`config.mk`:
```
export PLATFORM = sky130hd
export DESIGN_NAME = regfile_wb
export DESIGN_NICKNAME = d
export VERILOG_FILES = /design/src/rtl/batpu_pkg.sv /design/src/rtl/regfile_wb.sv
export SDC_FILE = /design/constraint.sdc
export NUM_CORES = 1
export LEC_CHECK = 0
export ABC_AREA = 1
export CAP_MARGIN = 20
export CORE_ASPECT_RATIO = 0.75
export CORE_MARGIN = 10
export CORE_UTILIZATION = 57
export CTS_BUF_LIST = sky130_fd_sc_hd__clkbuf_4 sky130_fd_sc_hd__clkbuf_8
export DETAILED_ROUTE_END_ITERATION = 8
export HOLD_SLACK_MARGIN = 0.03
export PLACE_DENSITY = 0.76
export SYNTH_ARGS = -nofsm -noshare
export SYNTH_HDL_FRONTEND = slang
export SYNTH_SLANG_ARGS = --single-unit
```
`constraint.sdc`:
```
create_clock -name clk -period 1.8 [get_ports clk]
set_clock_uncertainty 0.15 [all_clocks]
set_input_delay 0.36 -clock clk [delete_from_list [all_inputs] [get_ports clk]]
set_output_delay 0.36 -clock clk [all_outputs]
set_load 0.01 [all_outputs]
```
`src/rtl/batpu_pkg.sv`:
```
// Shared datapath constants and types for the BATPU core (ALU, decoder, register file).
package batpu_pkg;

    localparam int DATA_W = 8;
    localparam int NREGS  = 16;
    localparam int ADDR_W = $clog2(NREGS);

    typedef logic [ADDR_W-1:0] reg_addr_t;
    typedef logic [DATA_W-1:0] word_t;

endpackage : batpu_pkg

```
`src/rtl/regfile_wb.sv`:
```
// Register file with a one-deep write-back stage that forwards to both read ports,
// plus the carry/zero flag registers. r0 is hard-wired to zero.
module regfile_wb #(
    parameter int   DATA_W = batpu_pkg::DATA_W,
    parameter int   NREGS  = batpu_pkg::NREGS,
    localparam int  ADDR_W = $clog2(NREGS)
) (
    input  logic              clk,
    input  logic              rst_n,
    input  logic [ADDR_W-1:0] rd_addr_a,
    input  logic [ADDR_W-1:0] rd_addr_b,
    output logic [DATA_W-1:0] rd_data_a,
    output logic [DATA_W-1:0] rd_data_b,
    input  logic              wb_valid,
    input  logic [ADDR_W-1:0] wb_dest,
    input  logic [DATA_W-1:0] wb_data,
    input  logic              flag_we,
    input  logic              alu_cout,
    input  logic              alu_zero,
    output logic              flag_c,
    output logic              flag_z
);

    logic [DATA_W-1:0] regs_r [NREGS];
    logic              s_valid_r;
    logic [ADDR_W-1:0] s_dest_r;
    logic [DATA_W-1:0] s_data_r;

    // Write-back stage capture and commit of the previous stage entry into the array.
    always_ff @(posedge clk) begin
        if (!rst_n) begin
            s_valid_r <= 1'b0;
            s_dest_r  <= {ADDR_W{1'b0}};
            s_data_r  <= {DATA_W{1'b0}};
            for (int i = 0; i < NREGS; i++) begin
                regs_r[i] <= {DATA_W{1'b0}};
            end
        end else begin
            // Writes to r0 never enter the stage, so the array entry for r0 is never touched.
            s_valid_r <= wb_valid && (wb_dest != {ADDR_W{1'b0}});
            if (wb_valid && (wb_dest != {ADDR_W{1'b0}})) begin
                s_dest_r <= wb_dest;
                s_data_r <= wb_data;
            end else begin
                s_dest_r <= s_dest_r;
                s_data_r <= s_data_r;
            end
            if (s_valid_r) begin
                regs_r[s_dest_r] <= s_data_r;
            end else begin
                regs_r[s_dest_r] <= regs_r[s_dest_r];
            end
        end
    end

    // Flag registers, loaded regardless of the write-back destination.
    always_ff @(posedge clk) begin
        if (!rst_n) begin
            flag_c <= 1'b0;
            flag_z <= 1'b0;
        end else if (flag_we) begin
            flag_c <= alu_cout;
            flag_z <= alu_zero;
        end else begin
            flag_c <= flag_c;
            flag_z <= flag_z;
        end
    end

    // Port a read: stage forwarding only, never from wb_data, to keep the ALU loop open.
    always_comb begin
        rd_data_a = regs_r[rd_addr_a];
        if (rd_addr_a == {ADDR_W{1'b0}}) begin
            rd_data_a = {DATA_W{1'b0}};
        end else if (s_valid_r && (s_dest_r == rd_addr_a)) begin
            rd_data_a = s_data_r;
        end else begin
            rd_data_a = regs_r[rd_addr_a];
        end
    end

    // Port b read, identical to port a.
    always_comb begin
        rd_data_b = regs_r[rd_addr_b];
        if (rd_addr_b == {ADDR_W{1'b0}}) begin
            rd_data_b = {DATA_W{1'b0}};
        end else if (s_valid_r && (s_dest_r == rd_addr_b)) begin
            rd_data_b = s_data_r;
        end else begin
            rd_data_b = regs_r[rd_addr_b];
        end
    end

endmodule : regfile_wb
```
==> impl_metrics.csv, run 1 <==
group,metric,value,unit
status,status,"complete, but fails checks",
status,violations,"setup timing",
cts,cts_max_path_buffers,2,
layout,diodes,0,
cts,clkTransAtPathRegs,0.09,ns
layout,seqCellArea,0.00416,mm²
setup_path,crit_arrival,1.88,ns
place,dpl_worst_slack,-1.18,ns
timing,max_clock_freq,0.418,GHz
setup_path,crit_path_end_kind,"output port",
run,maxCapViolCount,0,
setup_path,path_class,"reg -> out",
detailed_routing,drc,0,
setup_path,crit_path_max_incr_delay,0.34,ns
logic_synthesis,synthCells,1138,
global_routing,grt_usage,30.1,%
layout,drive_gt1_share,20.9,%
hold_path,min_from,"alu_cout",
detailed_routing,met3_length,5510,µm
power_and_ir_drop,ir_worst_vdd,686,µV
detailed_routing,wl_per_cell,20.4,µm
timing,setup_viol,55,
logic_synthesis,syn-num-nets,1164,
cts,numCtsBuffers,17,
logic_synthesis,synth_cell_types,20,
detailed_routing,met2WireLength,12500,µm
setup_path,r2r-start,"s_valid_r$_SDFF_PN0_",
detailed_routing,wl_met1,11800,µm
setup_path,crit_path_top_delay_cell,"dfxtp_2",
logic_synthesis,synth_edf_count,128,
floorplan,dieArea,0.0198,mm²
setup_path,crit_start,"s_dest_r[1]$_SDFFE_PN0P_",
logic_synthesis,ys.flop_type,"edfxtp_1",
timing,rsz0062_at_grt,"yes",
detailed_routing,drt-pass1-iter-count,7,
layout,area_delta_synth_final,29.1,%
timing,setup_slack,-0.594,ns
floorplan,start_util,57.8,%
timing,slew_violations,0,
place,gp_congestion,1.11,
setup_path,cp.required,1.29,ns
logic_synthesis,ys_ff_latch,143,
timing,hold_viol,0,
cts,post-cts-setup-buffer-count,0,
global_routing,overflow,0,
floorplan,die_y,124,µm
timing,fin_crit_sh,133,%
layout,nFillCells,1100,
cts,postCtsHoldBufs,0,
detailed_routing,routed_via_density,5.77,
cts,clk-insertion-delay-late,0.46,ns
cts,cts_root_buffer,"clkbuf_8",
cts,cts_sinks,143,
power_and_ir_drop,power_leakage,5.02,nW
hold_path,holdCritPathClass,"in -> reg",
floorplan,die_w,159,µm
setup_path,start_kind,"flop",
setup_path,cp_max_fo,8,
floorplan,io_pins,44,
global_routing,grt_max_degree,34,
global_routing,antenna_found_initial,0,
floorplan,core_area,0.0144,mm²
global_routing,grt_pass1_wl,46000,µm
setup_path,crit_chain,"buf_6 > nand2_1 > nand2_1 > nor2_2 > nand3_2 > buf_12 > nand3_4 > nor2_2 > nor2_1 > buf_2",
logic_synthesis,syn_area,0.00830,mm²
global_routing,grt_pass1_vias,7988,
logic_synthesis,async_flop_share,0,%
floorplan,rows,38,
timing,tightest_slew,0.399,ns
timing,min_period,2.39,ns
detailed_routing,drtAntennaViolNets,0,
logic_synthesis,seq_area_frac_synth,49.9,%
detailed_routing,totalWireLength,30500,µm
layout,layout_commonest_cell,"nand2_1",
cts,ctsHtreeMaxLevel,4,
logic_synthesis,yosys_warnings,0,
power_and_ir_drop,p_per_area,742,mW/mm²
place,dpl.hpwl,22200,µm
detailed_routing,initialDrtViolationCount,1496,
detailed_routing,routed-via-count,8624,
timing,holdWs,0.322,ns
layout,layout_common_cells,"nand2_1 (351), nor2_1 (193), nand3_1 (162)",
detailed_routing,top_layer_used,"met4",
layout,fin_nets,1307,
timing,max_slew_margin,73.4,%
layout,multi_input_area,0.00364,mm²
logic_synthesis,syn_avg_cell_area,7.29,µm²
cts,cts_tree,"yes",
place,port_buffers,43,
cells by family (layout without fill, tap and decap cells):
| logic type | after synthesis | count (layout) | synth area share, % |
|---|---|---|---|
| AO/OA/AOI/OAI | 41 | 41 | 2.47 |
| XOR/XNOR | 2 | 2 | 0.211 |
| buffers and inverters | 183 | 339 | 8.85 |
| flip-flops | 143 | 143 | 49.9 |
| AND/OR/NAND/NOR | 769 | 769 | 38.5 |
report_power, final:
group / switching, mW / internal, mW / leakage (nW)
sequential: 0.0799 / 3.73 / 1.45
combinational: 0.995 / 0.628 / 3.37
clock: 1.36 / 1.15 / 0.192
Yosys cell counts, types with 3 or more instances:
master / instances / area [µm²]
nor3_4: 3 / 48.8
inv_1: 110 / 413
o21ai_0: 27 / 135
dfxtp_1: 15 / 300
nor2_1: 210 / 788
nand3_1: 178 / 891
nand2_1: 362 / 1360
nand2_2: 12 / 75.1
clkbuf_1: 18 / 67.6
a21oi_1: 12 / 60.1
buf_2: 38 / 190
edfxtp_1: 128 / 3840
clkinv_1: 8 / 30.0
buf_1: 7 / 26.3
stage by stage:
step                std cells  utilization (%)  total power, mW  TNS, ns  cell area (µm²)
detailed placement       1459             70.3             5.42   -88.44            10100
global placement         1459             70.3             5.40   -80.48            10100
finish                   1494             74.6             7.95    -9.35            10700
CTS                      1493             73.4             7.85    -8.75            10500
global route             1494             74.6             8.22   -11.39            10700
floorplan                1138                -             4.60        0             8330
worst paths after layout:
| path | to | slack (ns) | cells after the start |
|---|---|---|---|
| worst max register to register | regs_r[9][3]$_SDFFCE_PN0P_ | 0.02 | 7 |
| worst max-delay path | rd_data_b[1] | -0.59 | 10 |
| worst min-delay path | flag_c$_SDFFE_PN0P_ | 0.32 | 3 |
| worst min register to register | flag_c$_SDFFE_PN0P_ | 0.36 | 2 |
flip-flops by register name (all words and copies together) (netlist names):
name	count
flag_c	1
flag_z	1
regs_r	128
s_valid_r	1
s_dest_r	4
s_data_r	8
area by class of cell:
type / count / area share (%)
clock inverter: 13 / 1.21
multi-input combinational: 812 / 33.9
sequential: 143 / 38.8
tap: 200 / 2.34
inverter: 120 / 4.25
timing repair buffer: 187 / 17.1
clock buffer: 19 / 2.32
repair_timing:
item	CTS	global route
endpoints found under the setup margin	104	121
cloned	2	1
gates resized for setup	111	45
pin swaps	22	25
routing by layer:
layer  vias up  track usage (%)
met5         -                0
met4         0             8.16
met3        67             13.5
met2       714             41.3
met1      3939             41.9
li1       3904                -
critical path: cells and delay by family (launching register included):
kind / cells / cell delay, ns
and+or+nand+nor: 7 / 0.59
buffers and inverters: 3 / 0.47
DFF: 1 / 0.34
Power figures use the tool's default switching activity.
==> inputs of run 2 (changes only) <==
--- a/config.mk
+++ b/config.mk
@@ -12,4 +12,5 @@
 export CORE_UTILIZATION = 57
 export CTS_BUF_LIST = sky130_fd_sc_hd__clkbuf_4 sky130_fd_sc_hd__clkbuf_8
+export CTS_CLUSTER_DIAMETER = 50
 export DETAILED_ROUTE_END_ITERATION = 8
 export HOLD_SLACK_MARGIN = 0.03
==> constraint.sdc (replaced) <==
create_clock -name clk -period 1.8 [get_ports clk]
set_clock_uncertainty 0.15 [all_clocks]
set_input_delay 0.18 -clock clk [delete_from_list [all_inputs] [get_ports clk]]
set_output_delay 0.18 -clock clk [all_outputs]
set_load 0.01 [all_outputs]
==> run 2 against run 1 <==
Net effect: worst hold slack lost 0.20 ns; power down 1.6%; highest routed layer unchanged; critical path type unchanged; non-clock buffer count decreased by 26; clock power decreased by 2%; largest cell class unchanged; wire length decreased by 11%; sequential cell count stayed put; the run still ends with setup timing left; maximum frequency up 7.9%; via count down 4.1%; critical path depth unchanged; critical endpoint is now rd_data_b[2]; core utilization fell by 1.0 points; die area unchanged; first-iteration DRC count fell by 2.3%.
==> impl_metrics.csv, run 2 (synthesized netlist as in run 1, its figures left out) <==
group,metric,value,unit
status,status,"complete, but fails checks",
status,violations,"setup timing",
timing,max_slew_margin,54.3,%
detailed_routing,routed-via-count,8270,
cts,cts_tree,"yes",
place,dpl.hpwl,19400,µm
detailed_routing,drc,0,
detailed_routing,totalWireLength,27200,µm
timing,setup_viol,16,
setup_path,cp_max_fo,7,
setup_path,crit_arrival,1.89,ns
power_and_ir_drop,ir_worst_vdd,684,µV
layout,diodes,0,
cts,cts_sinks,143,
timing,tightest_slew,0.682,ns
floorplan,core_area,0.0144,mm²
setup_path,crit_path_max_incr_delay,0.35,ns
power_and_ir_drop,power_leakage,4.83,nW
floorplan,io_pins,44,
place,dp.cells,1429,
setup_path,r2r-start,"s_dest_r[2]$_SDFFE_PN0P_",
layout,reg.largest.list,"regs_r x128, s_data_r x8, s_dest_r x4",
setup_path,cp-endpoint,"rd_data_b[2]",
setup_path,crit_chain,"buf_6 > nand2_2 > nand2_2 > nor2_4 > nand3_4 > buf_12 > nand3_2 > nor2_2 > nor2_1 > buf_2",
run,maxCapViolCount,0,
timing,hold_viol,0,
setup_path,crit_path_end_kind,"output port",
floorplan,die_w,159,µm
layout,drive_gt1_share,20.2,%
global_routing,grtUsageMet2,42.1,%
setup_path,start_kind,"flop",
timing,min_period,2.22,ns
setup_path,crit_start,"s_dest_r[1]$_SDFFE_PN0P_",
global_routing,grt_max_degree,36,
cts,ctsHtreeMaxLevel,4,
cts,clkTransAtPathRegs,0.08,ns
timing,max_clock_freq,0.451,GHz
global_routing,grt_usage,27.0,%
timing,slew_violations,0,
layout,fin_nets,1282,
detailed_routing,routed_via_density,5.63,
setup_path,cp.required,1.47,ns
global_routing,antenna_found_initial,0,
global_routing,grt_pass1_wl,42100,µm
global_routing,grt_busiest_layer,"met2",
global_routing,overflow,0,
cts,cts_root_buffer,"clkbuf_8",
place,port_buffers,43,
detailed_routing,drtAntennaViolNets,0,
setup_path,path_class,"reg -> out",
power_and_ir_drop,p_per_area,740,mW/mm²
setup_path,crit_path_top_delay_cell,"dfxtp_2",
layout,layout.cells.non_filler,1469,
global_routing,grt_util_met1,35.4,%
hold_path,holdCritPathClass,"in -> reg",
layout,layout_common_cells,"nand2_1 (344), nor2_1 (193), nand3_1 (169)",
setup_path,rr_worst_depth,6,
cts,numCtsBuffers,17,
timing,rsz0062_at_grt,"yes",
setup_path,crit_top_cell,"nand2_2",
layout,layout_commonest_cell,"nand2_1",
layout,final_area,0.0106,mm²
timing,fin_crit_sh,123,%
timing,setup_slack,-0.418,ns
floorplan,start_util,57.8,%
detailed_routing,drt-pass1-iter-count,6,
setup_path,r2r_slack,0.02,ns
place,placed_area,0.00988,mm²
layout,nFillCells,1121,
cts,clk-insertion-delay-late,0.48,ns
floorplan,rows,38,
detailed_routing,wl_per_cell,18.5,µm
cts,postCtsHoldBufs,0,
place,gp_congestion,1.02,
global_routing,grt_use_met3,6.80,%
setup_path,r2r_end,"regs_r[6][2]$_SDFFCE_PN0P_",
cts,cts_max_path_buffers,2,
floorplan,die_y,124,µm
layout,largest_reg_flops,128,
floorplan,dieArea,0.0198,mm²
global_routing,grt_pass1_vias,7863,
detailed_routing,initialDrtViolationCount,1462,
layout,area_delta_synth_final,27.4,%
layout,regMostFlops,"regs_r",
-- run 2: cell types whose count changed in the layout (fill, tap and decap cells not counted), sizes merged, moves of 2 or more --
cell	change
buf	-25
clkdlybuf4s50	+6
clkinvlp	+4
dlygate4sd2	-7
inv	-2
-- run 2: stage by stage --
stage,hold slack (ns),total power [mW],utilization (%),setup WS (ns),TNS [ns]
global placement,0.337,5.31,68.8,-0.837,-25.27
floorplan,0.165,4.59,-,0.0542,0
finish,0.123,7.83,73.6,-0.418,-6.13
global route,0.147,8.09,73.6,-0.477,-8.41
detailed placement,0.341,5.33,68.8,-0.867,-26.58
CTS,0.123,7.71,72.1,-0.412,-5.81
-- run 2: power by group --
group | internal (mW) | switching [mW]
Sequential | 3.73 | 0.0772
Combinational | 0.596 | 0.956
Clock | 1.12 | 1.34
Total | 5.45 | 2.38
-- run 2: how the worst min path moves through the flow --
stage | from | to | slack, ns | depth (start not counted)
finish | alu_cout | flag_c$_SDFFE_PN0P_ | 0.12 | 3
global route | alu_zero | flag_z$_SDFFE_PN0P_ | 0.15 | 3
CTS | alu_cout | flag_c$_SDFFE_PN0P_ | 0.12 | 3
detailed placement | flag_c$_SDFFE_PN0P_ | flag_c$_SDFFE_PN0P_ | 0.34 | 2
global placement | flag_c$_SDFFE_PN0P_ | flag_c$_SDFFE_PN0P_ | 0.34 | 2
floorplan | alu_cout | flag_c$_SDFFE_PN0P_ | 0.16 | 2
-- run 2: area by class of cell --
cell class / instances / area [µm²] / area share [%]
clock buffers: 18 / 241 / 2.28
clock inverters: 14 / 133 / 1.25
inverters: 120 / 463 / 4.38
multi-input cells: 813 / 3690 / 34.9
flip-flops and latches: 143 / 4160 / 39.3
well taps: 200 / 250 / 2.37
repair buffers: 161 / 1640 / 15.5
-- run 2: worst max-delay path, delay by kind of cell (launching register included) --
kind | cells | cell delay (ns)
and+or+nand+nor | 7 | 0.61
DFF | 1 | 0.35
buffers and inverters | 3 | 0.47
-- run 2: timing repair --
item / 4_1_cts / 5_1_grt
cloned: 1 / 1
buffers inserted: 4 / 2
endpoints found under the setup margin: 71 / 85
pin swaps: 30 / 24
resized for setup: 112 / 54
-- run 2: metal layers --
| layer | share of wire (%) | routed length, µm | vias up |
|---|---|---|---|
| met2 | 45 | 12100 | 576 |
| met3 | 13 | 3410 | 69 |
| li1 | - | - | 3857 |
| met1 | 40 | 10800 | 3768 |
| met4 | 3.2 | 876 | 0 |
| met5 | 0 | 0 | - |
==> inputs of run 3 (changes only) <==
- ABC_AREA: 1 -> not set
- CORE_UTILIZATION: 57 -> 56
- PLACE_DENSITY: 0.76 -> 0.75
==> run 3 against run 2 <==
Net effect: the flow still finishes with violations (setup timing); worst hold slack lost 0.0032 ns; wire length shrank 12%; maximum frequency shrank 14%; die area shrank 3.1%; synthesized area shrank 5.3%; sequential power is essentially flat; sequential cell count is the same; sequential share of layout area grew 2.3 points; register-to-register slack is essentially flat; global-route usage shrank 1.3 points.
==> impl_metrics.csv, run 3 <==
group,metric,value,unit
power_and_ir_drop,p_per_area,764,mW/mm²
logic_synthesis,synthCells,630,
power_and_ir_drop,p_int,5.62,mW
detailed_routing,wl_met1,10100,µm
power_and_ir_drop,p_sw_share,26.3,%
layout,layout_commonest_cell,"and2_1",
layout,layout_common_cells,"and2_1 (129), edfxtp_1 (128), buf_4 (94)",
logic_synthesis,yosys.area.top_type,"edfxtp_1",
logic_synthesis,syn_area,0.00786,mm²
cts,cts_tree,"yes",
place,dpl.hpwl,18200,µm
detailed_routing,drc,0,
timing,min_period,2.59,ns
logic_synthesis,synth_area_leaders,"edfxtp_1 (49%), and2_1 (10%), mux4_2 (9.2%)",
layout,nFillCells,870,
detailed_routing,drt-pass1-iter-count,5,
floorplan,die_w,157,µm
logic_synthesis,synth_xor_area_share,0.892,%
timing,setup_slack,-0.790,ns
layout,multi_input_area,0.00394,mm²
detailed_routing,routed-via-count,5881,
logic_synthesis,synth_compound_area_share,9.14,%
floorplan,dieArea,0.0192,mm²
power_and_ir_drop,total_power,7.62,mW
detailed_routing,initialDrtViolationCount,781,
floorplan,die_y,123,µm
layout,regMostFlops,"regs_r",
detailed_routing,met3_length,2650,µm
cts,ctsHtreeMaxLevel,4,
power_and_ir_drop,p_comb_share,16.8,%
layout,largest_reg_flops,128,
layout,seqCellArea,0.00415,mm²
setup_path,crit_chain,"mux4_2 > mux2_4 > a211oi_4 > a21oi_4 > buf_6",
global_routing,grt_pass1_wl,36100,µm
setup_path,cp.required,1.47,ns
cts,cts_sinks,143,
floorplan,rows,37,
status,violations,"setup timing",
detailed_routing,met2WireLength,10800,µm
logic_synthesis,yosys_warnings,0,
global_routing,grt_pass1_vias,5702,
logic_synthesis,ys_ff_latch,143,
logic_synthesis,ys.flop_type,"edfxtp_1",
global_routing,grt_usage,25.8,%
logic_synthesis,synth_cell_types,37,
setup_path,path_class,"reg -> out",
logic_synthesis,syn-num-nets,656,
cts,numCtsBuffers,17,
layout,diodes,0,
run,maxCapViolCount,0,
global_routing,grt_max_degree,30,
timing,setup_viol,16,
setup_path,crit_arrival,2.26,ns
logic_synthesis,synth_common_cells,"and2_1 (129), edfxtp_1 (128), mux2i_1 (66), mux4_2 (32), o22ai_1 (32)",
timing,fin_crit_sh,144,%
layout,drive_gt1_share,35.4,%
setup_path,crit_path_top_delay_cell,"edfxtp_1",
logic_synthesis,synth_top_family_by_area,"multiplexers",
logic_synthesis,synthSimpleGateAreaFrac,15.8,%
hold_path,holdCritPathClass,"in -> reg",
detailed_routing,totalWireLength,23900,µm
setup_path,start_kind,"flop",
detailed_routing,top_layer_used,"met4",
status,status,"complete, but fails checks",
timing,tightest_slew,0.619,ns
logic_synthesis,synth_edf_count,128,
cts,clkTransAtPathRegs,0.08,ns
power_and_ir_drop,seqPwrFrac,50.2,%
place,gp_congestion,1.05,
setup_path,crit_path_max_incr_delay,0.49,ns
detailed_routing,routed_via_density,6.34,
logic_synthesis,synthMuxAreaShare,17.9,%
timing,slew_violations,0,
floorplan,core_area,0.0137,mm²
floorplan,io_pins,44,
detailed_routing,drtAntennaViolNets,0,
global_routing,antenna_found_initial,0,
cts,cts_max_path_buffers,2,
timing,max_slew_margin,58.6,%
place,port_buffers,43,
power_and_ir_drop,ir_worst_vdd,740,µV
layout,fin_nets,765,
setup_path,cp_max_fo,2,
timing,holdWs,0.120,ns
global_routing,overflow,0,
floorplan,start_util,57.2,%
power_and_ir_drop,pwr-share-clk,33.0,%
layout,reg.largest.list,"regs_r x128, s_data_r x8, s_dest_r x4",
logic_synthesis,async_flop_share,0,%
logic_synthesis,yosysMostFrequentCell,"and2_1",
cts,clk-insertion-delay-late,0.47,ns
layout,area_delta_synth_final,27.0,%
timing,rsz0062_at_grt,"yes",
cts,postCtsHoldBufs,0,
logic_synthesis,synthAdderAreaFrac,0,%
power_and_ir_drop,p_switching,2.01,mW
timing,max_clock_freq,0.386,GHz
logic_synthesis,seq_area_frac_synth,52.7,%
logic_synthesis,synth_top_area_share,48.9,%
setup_path,crit_path_end_kind,"output port",
logic_synthesis,syn_avg_cell_area,12.5,µm²
power_and_ir_drop,power_leakage,3.76,nW
timing,hold_viol,0,
detailed_routing,wl_per_cell,25.8,µm
cts,cts_root_buffer,"clkbuf_8",
[run 3: final cells by class]
type | instances | area share (%)
well taps | 175 | 2.19
repair buffers | 149 | 12.9
clock inverters | 12 | 1.20
flip-flops and latches | 143 | 41.6
clock buffers | 20 | 2.63
multi-input cells | 428 | 39.5
[run 3: critical path, delay by kind of cell, from the launching register on]
family,cells,cell delay (ns)
buf+inv,1,0.14
mux,2,0.79
compound gates,2,0.38
flops,1,0.49
[run 3: logic make-up (layout without fill, tap and decap cells)]
family / count (synthesis) / after routing
mux: 100 / 100
compound gates: 106 / 106
flops: 143 / 143
xor+xnor: 8 / 8
buf+inv: 59 / 181
simple gates: 214 / 214
[run 3: worst paths after layout]
path	start	to	slack, ns	cells past startpoint
min	wb_data[4]	s_data_r[4]$_SDFFE_PN0P_	0.12	3
max reg2reg	s_dest_r[2]$_SDFFE_PN0P_	regs_r[11][2]$_SDFFCE_PN0P_	0.03	5
max	regs_r[8][6]$_SDFFCE_PN0P_	rd_data_b[6]	-0.79	5
min reg2reg	flag_z$_SDFFE_PN0P_	flag_z$_SDFFE_PN0P_	0.37	2
[run 3: through the flow]
step                TNS, ns  utilization (%)  instance area [µm²]  worst slack [ns]  instances
detailed placement   -60.68             67.8                 9330             -1.23        893
finish                -9.09             72.6                 9980            -0.790        927
CTS                   -9.06             72.2                 9930            -0.787        927
global route          -9.96             72.6                 9980            -0.839        927
global placement     -51.44             67.8                 9330             -1.15        893
floorplan             -5.18                -                 8150            -0.115        630
[run 3: power by group through the flow]
stage	Sequential (mW)	Clock, mW	Combinational [mW]
after CTS	3.82	2.53	1.25
after detailed placement	3.90	0	1.19
final	3.83	2.51	1.28
after global routing	3.84	2.67	1.34
after floorplan	3.84	0	0.676
after global placement	3.89	0	1.17
[run 3: repair_timing]
action / CTS / global route
pin swaps: 32 / 1
setup buffers: 2 / 0
endpoints found under the hold margin: 0 / 0
endpoints found under the setup margin: 148 / 122
resized for setup: 134 / 14
[run 3: routing by layer]
layer	vias up	GRT usage, %
li1	2582	-
met1	2921	36.8
met2	337	38.1
met3	41	6.82
met4	0	7.24
met5	-	0
